===== src/rtl/stage_two_pkg.sv =====
// -----------------------------------------------------------------------------
// stage_two_pkg
// Shared types and constants for the execute stage (stage_two) of the 16-bit
// pipelined CPU: operand width, MUL/DIV iteration count, memory-control and
// ALU operand structs, ALU control encoding and the MUL/DIV sequencer states.
// -----------------------------------------------------------------------------
package stage_two_pkg;

    localparam int DATA_W      = 16;
    localparam int MULDIV_ITER = DATA_W;
    localparam int INSTR_W     = 16;
    localparam int SHAMT_W     = $clog2(DATA_W);

    // Memory control carried alongside the instruction.
    typedef struct packed {
        logic mem2r;
        logic memwr;
    } memc_t;

    // ALU operand pair as delivered by fetch/decode.
    typedef struct packed {
        logic [DATA_W-1:0] a;
        logic [DATA_W-1:0] b;
    } alu_in_t;

    typedef enum logic [3:0] {
        ADD = 4'd0,
        SUB = 4'd1,
        AND = 4'd2,
        OR  = 4'd3,
        SLL = 4'd4,
        SRL = 4'd5,
        MUL = 4'd6,
        DIV = 4'd7
    } control_e;

    typedef enum logic [1:0] {
        IDLE = 2'd0,
        RUN  = 2'd1,
        DONE = 2'd2
    } muldiv_state_e;

endpackage


===== src/rtl/stage_two_if.sv =====
// -----------------------------------------------------------------------------
// stage_two_if
// Bundle between fetch/decode (master) and the execute stage (slave).
//   in_*      : flopped stage-one outputs consumed by execute
//   s3_data   : stage-three writeback data (R1 forwarding source)
//   busy      : stall request back to stage one
//   out_*     : flopped execute results for stage three
//   div0      : divide-by-zero flag, overflow : signed ADD/SUB overflow
// -----------------------------------------------------------------------------
interface stage_two_if;
    import stage_two_pkg::*;

    memc_t                 in_memc;
    logic                  in_reg_wr;
    alu_in_t               in_alu;
    control_e              in_alu_ctrl;
    logic                  in_haz1;
    logic                  in_haz2;
    logic                  in_haz8;
    logic                  in_R0_en;
    logic [INSTR_W-1:0]    in_instr;
    logic [DATA_W-1:0]     in_R1_data;
    logic [2*DATA_W-1:0]   s3_data;

    logic                  busy;
    logic [2*DATA_W-1:0]   out_alu;
    memc_t                 out_memc;
    logic                  out_reg_wr;
    logic                  out_R0_en;
    logic [INSTR_W-1:0]    out_instr;
    logic [DATA_W-1:0]     out_R1_data;
    logic                  div0;
    logic                  overflow;

    modport master (
        output in_memc, in_reg_wr, in_alu, in_alu_ctrl, in_haz1, in_haz2,
               in_haz8, in_R0_en, in_instr, in_R1_data, s3_data,
        input  busy, out_alu, out_memc, out_reg_wr, out_R0_en, out_instr,
               out_R1_data, div0, overflow
    );

    modport slave (
        input  in_memc, in_reg_wr, in_alu, in_alu_ctrl, in_haz1, in_haz2,
               in_haz8, in_R0_en, in_instr, in_R1_data, s3_data,
        output busy, out_alu, out_memc, out_reg_wr, out_R0_en, out_instr,
               out_R1_data, div0, overflow
    );

endinterface


===== src/rtl/stage_two_muldiv_seq.sv =====
// -----------------------------------------------------------------------------
// muldiv_seq
// Iterative unsigned multiply (shift-add) and restoring divide sequencer.
// Ports:
//   clk, rst  : clock, synchronous active-high reset
//   hold      : freeze all state (halt_sys)
//   start     : MUL/DIV requested by the instruction currently presented
//   op        : 1 = DIV, 0 = MUL
//   a, b      : forwarded operands
//   busy      : RUN, or IDLE with a pending start
//   accept    : start is taken this cycle (if not held)
//   done      : in DONE; result/div0 valid
//   result    : MUL product, or DIV {remainder, quotient}
//   div0      : DIV with b == 0
// -----------------------------------------------------------------------------
module muldiv_seq
    import stage_two_pkg::*;
#(
    parameter int DATA_W      = stage_two_pkg::DATA_W,
    parameter int MULDIV_ITER = stage_two_pkg::MULDIV_ITER
) (
    input  logic                clk,
    input  logic                rst,
    input  logic                hold,
    input  logic                start,
    input  logic                op,
    input  logic [DATA_W-1:0]   a,
    input  logic [DATA_W-1:0]   b,
    output logic                busy,
    output logic                accept,
    output logic                done,
    output logic [2*DATA_W-1:0] result,
    output logic                div0
);

    localparam int CNT_W = $clog2(MULDIV_ITER);

    muldiv_state_e       state_q, state_d;
    logic [CNT_W-1:0]    cnt_q, cnt_d;
    // MUL: {partial product, remaining multiplier}; DIV: {remainder, quotient}.
    logic [2*DATA_W-1:0] work_q, work_d;
    // Multiplicand (MUL) or divisor (DIV).
    logic [DATA_W-1:0]   opnd_q, opnd_d;
    logic                is_div_q, is_div_d;
    logic                div0_q, div0_d;

    logic [DATA_W:0]     mul_sum;
    logic [2*DATA_W-1:0] mul_next;
    logic [DATA_W:0]     div_shift;
    logic [DATA_W:0]     div_diff;
    logic [2*DATA_W-1:0] div_next;

    // One shift-add step: add multiplicand when the low multiplier bit is set,
    // then shift the carry/product/multiplier chain right by one.
    assign mul_sum  = {1'b0, work_q[2*DATA_W-1:DATA_W]}
                    + (work_q[0] ? {1'b0, opnd_q} : '0);
    assign mul_next = {mul_sum, work_q[DATA_W-1:1]};

    // One restoring step: shift next dividend bit into the remainder, keep the
    // difference only when it did not go negative.
    assign div_shift = {work_q[2*DATA_W-1:DATA_W], work_q[DATA_W-1]};
    assign div_diff  = div_shift - {1'b0, opnd_q};
    assign div_next  = div_diff[DATA_W]
                     ? {div_shift[DATA_W-1:0], work_q[DATA_W-2:0], 1'b0}
                     : {div_diff[DATA_W-1:0],  work_q[DATA_W-2:0], 1'b1};

    always_comb begin
        // NOTE: every signal driven here gets a default first, so no path leaves
        // it unassigned and no latch is inferred.
        state_d  = state_q;
        cnt_d    = cnt_q;
        work_d   = work_q;
        opnd_d   = opnd_q;
        is_div_d = is_div_q;
        div0_d   = div0_q;
        accept   = 1'b0;

        case (state_q)
            IDLE: begin
                if (start) begin
                    accept   = 1'b1;
                    cnt_d    = '0;
                    is_div_d = op;
                    div0_d   = 1'b0;
                    if (op && (b == '0)) begin
                        // Divide by zero: no iterations, fixed result.
                        work_d  = {a, {DATA_W{1'b1}}};
                        opnd_d  = b;
                        div0_d  = 1'b1;
                        state_d = DONE;
                    end else begin
                        work_d  = op ? {{DATA_W{1'b0}}, a} : {{DATA_W{1'b0}}, b};
                        opnd_d  = op ? b : a;
                        state_d = RUN;
                    end
                end
            end
            RUN: begin
                work_d = is_div_q ? div_next : mul_next;
                cnt_d  = cnt_q + 1'b1;
                if (cnt_q == CNT_W'(MULDIV_ITER - 1)) begin
                    state_d = DONE;
                end
            end
            DONE: begin
                // The same instruction is still presented here; never restart.
                state_d = IDLE;
            end
            default: begin
                state_d = IDLE;
            end
        endcase
    end

    always_ff @(posedge clk) begin
        // NOTE: flops use non-blocking assignment so every register samples the
        // pre-edge values regardless of statement order.
        if (rst) begin
            state_q  <= IDLE;
            cnt_q    <= '0;
            work_q   <= '0;
            opnd_q   <= '0;
            is_div_q <= 1'b0;
            div0_q   <= 1'b0;
        end else if (!hold) begin
            state_q  <= state_d;
            cnt_q    <= cnt_d;
            work_q   <= work_d;
            opnd_q   <= opnd_d;
            is_div_q <= is_div_d;
            div0_q   <= div0_d;
        end
    end

    assign busy   = (state_q == RUN) || ((state_q == IDLE) && start);
    assign done   = (state_q == DONE);
    assign result = work_q;
    assign div0   = div0_q;

endmodule


===== src/rtl/stage_two.sv =====
// -----------------------------------------------------------------------------
// stage_two
// Execute stage of the 16-bit pipelined CPU. Resolves execute forwarding
// (haz1/haz2 from the previous result, haz8 from stage-three data), runs the
// single-cycle ALU, and hands MUL/DIV to the iterative muldiv_seq while holding
// stage one through busy. All results are flopped for stage three.
// Ports:
//   clk       : rising-edge clock
//   rst       : synchronous, active-high reset (wins over halt_sys)
//   halt_sys  : freeze all state and outputs
//   bus       : stage_two_if.slave (in_* from stage one, out_*/busy/flags out)
// Build option:
//   FAST_MUL_EN : when defined, MUL is a single-cycle combinational multiply;
//                 DIV stays iterative.
// -----------------------------------------------------------------------------
module stage_two
    import stage_two_pkg::*;
(
    input  logic       clk,
    input  logic       rst,
    input  logic       halt_sys,
    stage_two_if.slave bus
);

    localparam int MSB = DATA_W - 1;

    // Output registers.
    logic [2*DATA_W-1:0] out_alu_q, out_alu_d;
    memc_t               out_memc_q, out_memc_d;
    logic                out_reg_wr_q, out_reg_wr_d;
    logic                out_r0_en_q, out_r0_en_d;
    logic [INSTR_W-1:0]  out_instr_q, out_instr_d;
    logic [DATA_W-1:0]   out_r1_q, out_r1_d;
    logic                div0_q, div0_d;
    logic                overflow_q, overflow_d;

    // Fields captured when a MUL/DIV is accepted, replayed in DONE.
    memc_t               lat_memc_q, lat_memc_d;
    logic                lat_reg_wr_q, lat_reg_wr_d;
    logic                lat_r0_en_q, lat_r0_en_d;
    logic [INSTR_W-1:0]  lat_instr_q, lat_instr_d;
    logic [DATA_W-1:0]   lat_r1_q, lat_r1_d;

    logic [DATA_W-1:0]   op_a, op_b, r1_fwd;
    logic [DATA_W-1:0]   add_r, sub_r;
    logic [2*DATA_W-1:0] alu_res;
    logic                alu_ovf;

    logic                seq_req, seq_op, seq_busy, seq_accept, seq_done, seq_div0;
    logic [2*DATA_W-1:0] seq_result;

    // Forwarding is resolved before any operand use.
    assign op_a   = bus.in_haz1 ? out_alu_q[DATA_W-1:0]   : bus.in_alu.a;
    assign op_b   = bus.in_haz2 ? out_alu_q[DATA_W-1:0]   : bus.in_alu.b;
    assign r1_fwd = bus.in_haz8 ? bus.s3_data[DATA_W-1:0] : bus.in_R1_data;

`ifdef FAST_MUL_EN
    assign seq_req = (bus.in_alu_ctrl == DIV);
`else
    assign seq_req = (bus.in_alu_ctrl == MUL) || (bus.in_alu_ctrl == DIV);
`endif
    assign seq_op  = (bus.in_alu_ctrl == DIV);

    muldiv_seq #(
        .DATA_W      (DATA_W),
        .MULDIV_ITER (MULDIV_ITER)
    ) u_muldiv_seq (
        .clk    (clk),
        .rst    (rst),
        .hold   (halt_sys),
        .start  (seq_req),
        .op     (seq_op),
        .a      (op_a),
        .b      (op_b),
        .busy   (seq_busy),
        .accept (seq_accept),
        .done   (seq_done),
        .result (seq_result),
        .div0   (seq_div0)
    );

    assign add_r = op_a + op_b;
    assign sub_r = op_a - op_b;

    // Single-cycle ALU; results are zero-extended to the full result bus.
    always_comb begin
        alu_res = '0;
        alu_ovf = 1'b0;
        case (bus.in_alu_ctrl)
            ADD: begin
                alu_res = {{DATA_W{1'b0}}, add_r};
                alu_ovf = (op_a[MSB] == op_b[MSB]) && (add_r[MSB] != op_a[MSB]);
            end
            SUB: begin
                alu_res = {{DATA_W{1'b0}}, sub_r};
                alu_ovf = (op_a[MSB] != op_b[MSB]) && (sub_r[MSB] != op_a[MSB]);
            end
            AND: alu_res = {{DATA_W{1'b0}}, op_a & op_b};
            OR:  alu_res = {{DATA_W{1'b0}}, op_a | op_b};
            SLL: alu_res = {{DATA_W{1'b0}}, op_a << op_b[SHAMT_W-1:0]};
            SRL: alu_res = {{DATA_W{1'b0}}, op_a >> op_b[SHAMT_W-1:0]};
`ifdef FAST_MUL_EN
            MUL: alu_res = (2*DATA_W)'(op_a) * (2*DATA_W)'(op_b);
`endif
            default: alu_res = '0;
        endcase
    end

    always_comb begin
        lat_memc_d   = lat_memc_q;
        lat_reg_wr_d = lat_reg_wr_q;
        lat_r0_en_d  = lat_r0_en_q;
        lat_instr_d  = lat_instr_q;
        lat_r1_d     = lat_r1_q;
        if (seq_accept) begin
            lat_memc_d   = bus.in_memc;
            lat_reg_wr_d = bus.in_reg_wr;
            lat_r0_en_d  = bus.in_R0_en;
            lat_instr_d  = bus.in_instr;
            lat_r1_d     = r1_fwd;
        end
    end

    // Output selection: finished MUL/DIV, bubble while busy, else ALU result.
    always_comb begin
        out_alu_d    = '0;
        out_memc_d   = '0;
        out_reg_wr_d = 1'b0;
        out_r0_en_d  = 1'b0;
        out_instr_d  = '0;
        out_r1_d     = '0;
        div0_d       = 1'b0;
        overflow_d   = 1'b0;
        if (seq_done) begin
            out_alu_d    = seq_result;
            out_memc_d   = lat_memc_q;
            out_reg_wr_d = lat_reg_wr_q;
            out_r0_en_d  = lat_r0_en_q;
            out_instr_d  = lat_instr_q;
            out_r1_d     = lat_r1_q;
            div0_d       = seq_div0;
        end else if (!seq_busy) begin
            out_alu_d    = alu_res;
            out_memc_d   = bus.in_memc;
            out_reg_wr_d = bus.in_reg_wr;
            out_r0_en_d  = bus.in_R0_en;
            out_instr_d  = bus.in_instr;
            out_r1_d     = r1_fwd;
            overflow_d   = alu_ovf;
        end
    end

    always_ff @(posedge clk) begin
        if (rst) begin
            out_alu_q    <= '0;
            out_memc_q   <= '0;
            out_reg_wr_q <= 1'b0;
            out_r0_en_q  <= 1'b0;
            out_instr_q  <= '0;
            out_r1_q     <= '0;
            div0_q       <= 1'b0;
            overflow_q   <= 1'b0;
            lat_memc_q   <= '0;
            lat_reg_wr_q <= 1'b0;
            lat_r0_en_q  <= 1'b0;
            lat_instr_q  <= '0;
            lat_r1_q     <= '0;
        end else if (!halt_sys) begin
            out_alu_q    <= out_alu_d;
            out_memc_q   <= out_memc_d;
            out_reg_wr_q <= out_reg_wr_d;
            out_r0_en_q  <= out_r0_en_d;
            out_instr_q  <= out_instr_d;
            out_r1_q     <= out_r1_d;
            div0_q       <= div0_d;
            overflow_q   <= overflow_d;
            lat_memc_q   <= lat_memc_d;
            lat_reg_wr_q <= lat_reg_wr_d;
            lat_r0_en_q  <= lat_r0_en_d;
            lat_instr_q  <= lat_instr_d;
            lat_r1_q     <= lat_r1_d;
        end
    end

    assign bus.busy        = seq_busy;
    assign bus.out_alu     = out_alu_q;
    assign bus.out_memc    = out_memc_q;
    assign bus.out_reg_wr  = out_reg_wr_q;
    assign bus.out_R0_en   = out_r0_en_q;
    assign bus.out_instr   = out_instr_q;
    assign bus.out_R1_data = out_r1_q;
    assign bus.div0        = div0_q;
    assign bus.overflow    = overflow_q;

endmodule


===== src/flat_wrapper.sv =====
// flat-port wrapper written by rule: the top's interface ports become plain ports
module stage_two_flat import stage_two_pkg::*;
  (clk, rst, halt_sys, bus_in_memc, bus_in_reg_wr, bus_in_alu, bus_in_alu_ctrl, bus_in_haz1, bus_in_haz2, bus_in_haz8, bus_in_R0_en, bus_in_instr, bus_in_R1_data, bus_s3_data, bus_busy, bus_out_alu, bus_out_memc, bus_out_reg_wr, bus_out_R0_en, bus_out_instr, bus_out_R1_data, bus_div0, bus_overflow);
  stage_two_if bus_i ();
  input  logic clk;
  input  logic rst;
  input  logic halt_sys;
  input wire logic [$bits(bus_i.in_memc)-1:0] bus_in_memc;
  input wire logic [$bits(bus_i.in_reg_wr)-1:0] bus_in_reg_wr;
  input wire logic [$bits(bus_i.in_alu)-1:0] bus_in_alu;
  input wire logic [$bits(bus_i.in_alu_ctrl)-1:0] bus_in_alu_ctrl;
  input wire logic [$bits(bus_i.in_haz1)-1:0] bus_in_haz1;
  input wire logic [$bits(bus_i.in_haz2)-1:0] bus_in_haz2;
  input wire logic [$bits(bus_i.in_haz8)-1:0] bus_in_haz8;
  input wire logic [$bits(bus_i.in_R0_en)-1:0] bus_in_R0_en;
  input wire logic [$bits(bus_i.in_instr)-1:0] bus_in_instr;
  input wire logic [$bits(bus_i.in_R1_data)-1:0] bus_in_R1_data;
  input wire logic [$bits(bus_i.s3_data)-1:0] bus_s3_data;
  output wire logic [$bits(bus_i.busy)-1:0] bus_busy;
  output wire logic [$bits(bus_i.out_alu)-1:0] bus_out_alu;
  output wire logic [$bits(bus_i.out_memc)-1:0] bus_out_memc;
  output wire logic [$bits(bus_i.out_reg_wr)-1:0] bus_out_reg_wr;
  output wire logic [$bits(bus_i.out_R0_en)-1:0] bus_out_R0_en;
  output wire logic [$bits(bus_i.out_instr)-1:0] bus_out_instr;
  output wire logic [$bits(bus_i.out_R1_data)-1:0] bus_out_R1_data;
  output wire logic [$bits(bus_i.div0)-1:0] bus_div0;
  output wire logic [$bits(bus_i.overflow)-1:0] bus_overflow;
  assign bus_i.in_memc = bus_in_memc;
  assign bus_i.in_reg_wr = bus_in_reg_wr;
  assign bus_i.in_alu = bus_in_alu;
  assign bus_i.in_alu_ctrl = bus_in_alu_ctrl;
  assign bus_i.in_haz1 = bus_in_haz1;
  assign bus_i.in_haz2 = bus_in_haz2;
  assign bus_i.in_haz8 = bus_in_haz8;
  assign bus_i.in_R0_en = bus_in_R0_en;
  assign bus_i.in_instr = bus_in_instr;
  assign bus_i.in_R1_data = bus_in_R1_data;
  assign bus_i.s3_data = bus_s3_data;
  assign bus_busy = bus_i.busy;
  assign bus_out_alu = bus_i.out_alu;
  assign bus_out_memc = bus_i.out_memc;
  assign bus_out_reg_wr = bus_i.out_reg_wr;
  assign bus_out_R0_en = bus_i.out_R0_en;
  assign bus_out_instr = bus_i.out_instr;
  assign bus_out_R1_data = bus_i.out_R1_data;
  assign bus_div0 = bus_i.div0;
  assign bus_overflow = bus_i.overflow;
  stage_two u_core (.clk(clk), .rst(rst), .halt_sys(halt_sys), .bus(bus_i));
endmodule

===== config.mk =====
export PLATFORM = sky130hd
export DESIGN_NAME = stage_two_flat
export DESIGN_NICKNAME = d
export VERILOG_FILES = /design/src/rtl/stage_two_pkg.sv /design/src/rtl/stage_two_if.sv /design/src/rtl/stage_two_muldiv_seq.sv /design/src/rtl/stage_two.sv /design/src/flat_wrapper.sv
export SDC_FILE = /design/constraint.sdc
export NUM_CORES = 1
export LEC_CHECK = 0
export CAP_MARGIN = 15
export CORE_AREA = 5 5 173 175
export DETAILED_ROUTE_END_ITERATION = 7
export DIE_AREA = 0 0 178 180
export GPL_TIMING_DRIVEN = 0
export PLACE_DENSITY = 0.67
export RECOVER_POWER = 100
export SLEW_MARGIN = 20
export SYNTH_ARGS = -nofsm -noshare
export SYNTH_HDL_FRONTEND = slang
export SYNTH_SLANG_ARGS = --single-unit

===== constraint.sdc =====
create_clock -name clk -period 8.73 [get_ports clk]
set_input_delay 1.746 -clock clk [delete_from_list [all_inputs] [get_ports clk]]
set_output_delay 1.746 -clock clk [all_outputs]
set_load 0.02 [all_outputs]

==> impl_results.md, run 1 <==
* GRT overflow at 0
* Synth Flop Type: dfxtp_1
* Post-route ant nets at 0
* H-tree Lvls at 4
* Critical-path top delay cell: mux2i_1
* Switching power at 952.1 uW
* Status: complete, but fails checks
* Fin cells at 2258
* MaxCap Viol Count at 1
* Commonest cells in the netlist: a21oi_1, nand2_1, nor2_1, dfxtp_1, clkbuf_1
* Hold WC Path Type: reg2reg
* Most common cell in the netlist: a21oi_1
* Routed vias/inst at 6.236
* Chip width at 178 um
* Routed WL per cell at 24.32 um
* Clk Latency, worst-skew pair at 440 ps
* End of the worst hold path: u_core.lat_r1_q[4]$_SDFFE_PP0P_
* Slew Limit Fails at 11
* Tcrit/Tclk final at 78.91%
* WHS Path Cells at 2
* Compound-Gate Fraction of Synth Area at 27.24%
* Num CTS Buffers at 17
* Root Buffer: clkbuf_16
* Layout cells sized above 1 at 4.216%
* Yosys top cell by area: dfxtp_1
* Reg-to-reg setup timing slack at roughly 3800 ps
* Hold buffer count at cts at 0
* VDD IR-drop max at 0.1383 mV
* Worst slew pin tran at 1849 ps
* Leak Pwr at 6.153 nW
* Post-Route WL at 54920 um
* Net count, final at around 2.1k
* Input/output buffers at between 150 and 200
* All-Layer GR Usage at 33.04%
* Remaining DRCs at 0
* Synth top area cells: dfxtp_1, ha_1, a21oi_1
* Critical path buffers and inverters at 3
* Power Total at 2.415 mW
* Mux cell area share after synthesis at ~8%
* Setup bufs post-CTS at 0
* WP data required at 9050 ps
* HPWL Detailed at 41980 um
* Largest net degree at the start of global routing at 19
* Via count at 14.08k
* Register share of total power at 33.7%
* Cell internal pwr at 1.463 mW
* First-pass DRT Iterations at 6
* Worst R2R Path Depth at 14
* Critical path class: in2reg
* EDFF count, synth at 0
* RSZ-0062 raised after global routing: false
* Syn Inst Count at ~1.7k
* Post-synthesis sequential area ratio at between 20% and 30%
* FILL cells at between 2k and 3k
* CORE AREA at 28310 um^2
* Starting Density at 44.18%
* Layout Area Growth over Synthesis at 21.21%
* Crit end category: register
* Highest Clock Rate at 145.2 MHz
* CTS tree: built
* Die Area at 32040 um^2
* Die height at 180 um
* Min-delay src: u_core.lat_r1_q[4]$_SDFFE_PP0P_
* GP Congestion at 1.009
* Synthesized area at around 13000 um^2
* Delay-heaviest family, CP: compound AO/OA/AOI/OAI gates
* Crit Path Max Fanout at 10
* Clock transition at the registers of the reported paths at around 80 ps
* Worst R2R Start: u_core.bus.out_alu[2]$_SDFFE_PP0N_
* YS warnings at 0
* Post-Syn Area per Cell at between 7 and 8 um^2
* CP max stage delay at 840 ps
* Fraction of the mapped netlist area in adder cells at 9.442%
* Synthesis-stage register bit count at around 160
* Min cycle time layout at 6889 ps
* Xor/xnor share of the synthesized area at 2.571%
* CP Launch Type: input pin
* Sw Ratio at around two fifths
* TNS Setup at 0 ps
* Syn nets at 1884
* Sinks on Clock Net at 162
* Failing checks: max-capacitance violations, max-slew violations
* Row count at 62
* Largest family of logic cells by synthesized area: compound AO/OA/AOI/OAI gates
* Combinational share of power at around a third
* First-pass GRT wire length at 81160 um
* Post-synthesis simple-gate area fraction at 20.87%
* Post-synth ARST share at 0%
* # placed instances at 2226
* Clock share of power at 31.2%
* Cell Chain, Critical Path: clkbuf_1, clkbuf_1, mux2i_1, inv_1, ha_1, a211oi_1, o21ai_0, a31oi_1, o21ai_0, a31oi_1, mux2i_1, xnor2_1, a21oi_1, a2111oi_0
* Cell Pwr Density at 159.3 nW/um^2
* Initial antenna violation count at 0
* Levels on crit path at 14
* Io pins at 181
* Setup-violating endpoint count in the final report at 0
* DR iter-0 viols at 1790
* Top cell type's share of synthesized area at 25.93%
* Vias in the first global route at around 13k
* Clock skew at 10.07 ps
* Ant diodes at 0
* Worst path arrival time at 7210 ps
* Clock Path Buffers at 2
* FF-to-FF End: u_core.bus.out_alu[13]$_SDFFE_PP0N_
* Slew headroom at -24.42%
* Final Hold Vio Count at 0
* Cts repair resizes at 0
* Netlist cell types at 73
power by group through the flow:
stage | Clock, mW | Combinational (mW) | Sequential, mW
3_3_place_gp | 0 | 0.824 | 0.829
3_5_place_dp | 0 | 0.827 | 0.829
5_1_grt | 0.790 | 0.909 | 0.816
4_1_cts | 0.751 | 0.833 | 0.813
2_1_floorplan | 0 | 0.518 | 0.834
6_report | 0.752 | 0.850 | 0.813
worst max path at each step:
stage / from / end / slack (ps)
after global placement: bus_in_haz2 / u_core.bus.out_alu[13]$_SDFFE_PP0N_ / 2030
after floorplan: bus_in_haz2 / u_core.bus.out_alu[13]$_SDFFE_PP0N_ / 3600
after detailed placement: bus_in_haz2 / u_core.bus.out_alu[13]$_SDFFE_PP0N_ / 2140
after global routing: bus_in_haz1 / u_core.bus.out_alu[13]$_SDFFE_PP0N_ / 1710
final: bus_in_haz1 / u_core.bus.out_alu[13]$_SDFFE_PP0N_ / 1840
after CTS: bus_in_haz2 / u_core.bus.out_alu[13]$_SDFFE_PP0N_ / 2600
cell type report:
cell class                      instances  area (um^2)  area share, %
Clock inverter                         15        165.2          1.089
Sequential cell                       162         3243          21.39
Inverter                               71        266.5          1.758
Timing Repair Buffer                  160         1602          10.56
Clock buffer                           17        425.4          2.806
Tap cell                              384        480.5          3.169
Buffer                                117        461.7          3.045
Multi-Input combinational cell       1332         8519          56.18
state kept, by name, indices dropped and copies added (netlist names), 4 cells and up:
| name | count |
|---|---|
| u_core.u_muldiv_seq.result | 32 |
| u_core.lat_instr_q | 16 |
| u_core.lat_r1_q | 16 |
| u_core.u_muldiv_seq.opnd_q | 16 |
| u_core.u_muldiv_seq.cnt_q | 4 |
| u_core.bus.out_R1_data | 16 |
| u_core.bus.out_instr | 16 |
| u_core.bus.out_alu | 32 |
placed cells by master, fill, tap and decap left out, drive strengths merged, types with 6 or more instances in the layout:
cell / n
o22ai: 10
o21ai: 85
xnor2: 22
nand3: 31
o211ai: 30
nand4: 7
dfxtp: 162
buf: 17
clkbuf: 117
mux2i: 71
a222oi: 16
or3: 13
o21a: 8
a211oi: 31
xor2: 13
ha: 88
a31oi: 21
nor2b: 10
nor2: 193
o21bai: 10
inv: 73
a21o: 15
clkinv: 8
clkdlybuf4s50: 86
a21oi: 203
nor4: 10
o31ai: 6
dlygate4sd3: 74
nor3: 36
a221oi: 40
nand2b: 12
mux2: 24
and3: 42
and2: 19
nand2: 195
metal layers:
metal / routed length (um) / part of all wire [%] / GRT usage (%) / vias to the layer above
met3: 6461 / 12 / 12.00 / 118
met4: 1814 / 3.3 / 9.870 / 0
met2: 23050 / 42 / 47.77 / 750
met1: 23600 / 43 / 45.94 / 6749
li1: - / - / - / 6464
met5: 0 / 0 / 0 / -
metrics by stage:
step	utilization [%]	area (um^2)	setup WS (ps)	hold slack (ps)
after floorplan	-	12510	3597	427.6
after CTS	53.64	15190	2597	454.9
after global routing	53.55	15160	1712	473.8
after global placement	51.53	14590	2026	438.3
after detailed placement	51.55	14600	2136	442.4
final	53.55	15160	1841	453.6
cells by family after synthesis:
group,count (synthesis)
DFF,162
buffers and inverters,188
xor gates and xnor gates,35
adders and majority gates,92
muxes,95
AOI/OAI and AO/OA,530
and+or+nand+nor,580
worst register-to-register path, cell delays in order, from the launching register on:
cell	delay, ps
dfxtp_1	380
mux2i_1	770
inv_1	200
clkbuf_1	320
clkbuf_1	370
ha_1	360
a211oi_1	390
o21ai_0	190
a31oi_1	480
o21ai_0	250
a31oi_1	290
mux2i_1	140
xnor2_1	220
a21oi_1	100
a2111oi_0	380
Note: power is estimated with default switching activity, not from simulation.
==> run 2, diff against run 1 <==
clock period = 6.42 ns   (was 8.73 ns; I/O delays follow)
==> run 2 against run 1 <==
Compared with the run above:
- the flow still finishes with violations (max-capacitance violations, max-slew violations)
- critical path depth did not move
- cell count stayed put
- flip-flop and latch count unchanged
- highest routed layer unchanged
- clock power grew 36%
- hold slack about the same
- largest cell class unchanged
- count of clock-buffer cells in the layout stayed put
- register-to-register slack worse by 2300 ps
- global-route usage unchanged
- first-iteration DRC count is essentially flat
==> impl_results.md, run 2 (synthesized netlist as in run 1, its figures left out) <==
* Ant diodes at 0 (unchanged)
* Critical path class: in2reg
* CP Launch Type: input pin
* Hold WC Path Type: reg2reg
* End of the worst hold path: u_core.lat_r1_q[4]$_SDFFE_PP0P_
* CORE AREA at 28310 um^2 (unchanged)
* Reg-to-reg setup timing slack at 1490 ps (-2280 ps)
* Die height at 180 um (unchanged)
* Remaining DRCs at 0 (unchanged)
* Met1 GRT Util at 45.94% (unchanged)
* Crit Path Max Fanout at 10 (unchanged)
* Final Hold Vio Count at 0 (unchanged)
* Via count at 14.09k (+0.057%)
* Worst slew pin tran at 1821 ps (-28.80 ps)
* Layout Area Growth over Synthesis at 21.22% (about the same)
* DR iter-0 viols at 1789 (-0.056%)
* Chip width at 178 um (unchanged)
* H-tree Lvls at 4 (unchanged)
* HPWL Detailed at 41980 um (unchanged)
* Met2 GRT Util at 47.77% (unchanged)
* Root Buffer: clkbuf_16
* Routed vias/inst at 6.240 (about the same)
* Setup-violating endpoint count in the final report at 0 (unchanged)
* FF-to-FF End: u_core.bus.out_alu[13]$_SDFFE_PP0N_
* RSZ-0062 raised after global routing: false
* GRT overflow at 0 (unchanged)
* Layout cells sized above 1 at 4.269% (+0.053 points)
* Net count, final at 2063 (unchanged)
* Slew headroom at -22.49% (+1.9 points)
* Failing checks: max-capacitance violations, max-slew violations
* Post-route ant nets at 0 (unchanged)
* Die Area at 32040 um^2 (unchanged)
* Highest Clock Rate at 165.2 MHz
* Status: complete, but fails checks
* Clock Path Buffers at 2 (unchanged)
* TNS Setup at 0 ps (unchanged)
* Cell Pwr Density at 216.6 nW/um^2 (+36%)
* Slew Limit Fails at 11 (unchanged)
* FILL cells at 2803 (-0.036%)
* Clk Latency, worst-skew pair at 440 ps (about the same)
* Row count at 62 (unchanged)
* Io pins at 181 (unchanged)
* All-Layer GR Usage at 33.04% (unchanged)
* WHS Path Cells at 2 (unchanged)
* Most common cell after layout, fill and taps aside: a21oi_1
* GP Congestion at 1.009 (unchanged)
* Vias in the first global route at 13.08k (unchanged)
* Num CTS Buffers at 17 (unchanged)
* Min cycle time layout at 6052 ps
* Clock skew at 9.689 ps (-0.3848 ps)
* Worst R2R Start: u_core.bus.out_alu[2]$_SDFFE_PP0N_
* Sinks on Clock Net at 162 (unchanged)
* Cts repair resizes at 0 (unchanged)
* Tcrit/Tclk final at a little over nine tenths
* Post-Route WL at 54900 um (about the same)
* WP data required at 6740 ps (-2310 ps)
* Highest-count cells in the layout ignoring fill and taps: a21oi_1, nand2_1, nor2_1
* Top Usage Layer GRT: met2
* Clock transition at the registers of the reported paths at 80 ps (about the same)
* Worst path arrival time at 6370 ps (-840 ps)
* First-pass DRT Iterations at 6 (unchanged)
* Grt met3 use at 12.00% (unchanged)
* Routed WL per cell at 24.31 um (about the same)
* Leak Pwr at 6.155 nW (about the same)
* Min-delay src: u_core.lat_r1_q[4]$_SDFFE_PP0P_
* Input/output buffers at 160 (unchanged)
* Crit end category: register
* Initial antenna violation count at 0 (unchanged)
* First-pass GRT wire length at 81160 um (unchanged)
* VDD IR-drop max at 0.1880 mV (+36%)
* Hold buffer count at cts at 0 (unchanged)
* Setup bufs post-CTS at 0 (unchanged)
* Starting Density at 44.18% (unchanged)
* Largest net degree at the start of global routing at 19 (unchanged)
* CTS tree: built
* MaxCap Viol Count at 1 (unchanged)
* Worst R2R Path Depth at 13 (-1)
* Final hold slack at 453.6 ps (+0.001000 ps)
## run 2: area by class of cell
| cell class | count | area (um^2) | share of cell area [%] |
|---|---|---|---|
| Multi-Input combinational cell | 1332 | 8519 | 56.18 |
| Sequential cell | 162 | 3243 | 21.39 |
| Timing Repair Buffer | 160 | 1602 | 10.56 |
| Tap cell | 384 | 480.5 | 3.168 |
| Buffer | 117 | 462.9 | 3.053 |
| Clock buffer | 17 | 425.4 | 2.805 |
| Inverter | 71 | 266.5 | 1.757 |
| Clock inverter | 15 | 165.2 | 1.089 |
## run 2: critical path, stage by stage
cell	delay, ps
buf_2	300
clkbuf_1	720
mux2i_1	840
inv_1	410
ha_1	360
a211oi_1	400
o21ai_0	180
a31oi_1	470
o21ai_0	250
a31oi_1	290
mux2i_1	140
xnor2_1	220
a21oi_1	100
a2111oi_0	380
## run 2: where the power goes
group,switching (mW),total (mW),internal [mW],leakage [nW]
Clock,0.503,1.02,0.520,0.271
Combinational,0.743,1.16,0.412,4.57
Sequential,0.0484,1.11,1.06,1.32
Total,1.29,3.28,1.99,6.16
## run 2: worst max path at each step
stage / startpoint / to / slack [ps] / cells past startpoint
6_report: bus_in_haz1 / u_core.bus.out_alu[13]$_SDFFE_PP0N_ / 370 / 14
5_1_grt: bus_in_haz1 / u_core.bus.out_alu[13]$_SDFFE_PP0N_ / 170 / 14
4_1_cts: bus_in_haz2 / u_core.bus.out_alu[13]$_SDFFE_PP0N_ / 750 / 15
3_5_place_dp: bus_in_haz2 / u_core.bus.out_alu[13]$_SDFFE_PP0N_ / 290 / 15
3_3_place_gp: bus_in_haz2 / u_core.bus.out_alu[13]$_SDFFE_PP0N_ / 180 / 15
2_1_floorplan: bus_in_haz2 / u_core.bus.out_alu[13]$_SDFFE_PP0N_ / 1750 / 15
## run 2: routing by layer
metal / vias up / wire (um)
met2: 760 / 22990
li1: 6465 / -
met1: 6740 / 23570
met4: 0 / 1830
met3: 124 / 6507
met5: - / 0
## run 2: stage by stage
| step | std cells | cell area [um^2] | power (mW) | util, % | worst slack [ps] |
|---|---|---|---|---|---|
| after floorplan | 1682 | 12510 | 1.838 | - | 1749 |
| after global placement | 2226 | 14590 | 2.248 | 51.53 | 177.6 |
| after detailed placement | 2226 | 14600 | 2.253 | 51.55 | 287.9 |
| after CTS | 2258 | 15190 | 3.259 | 53.64 | 749.0 |
| after global routing | 2258 | 15160 | 3.420 | 53.56 | 170.5 |
| final | 2258 | 15160 | 3.284 | 53.56 | 367.7 |
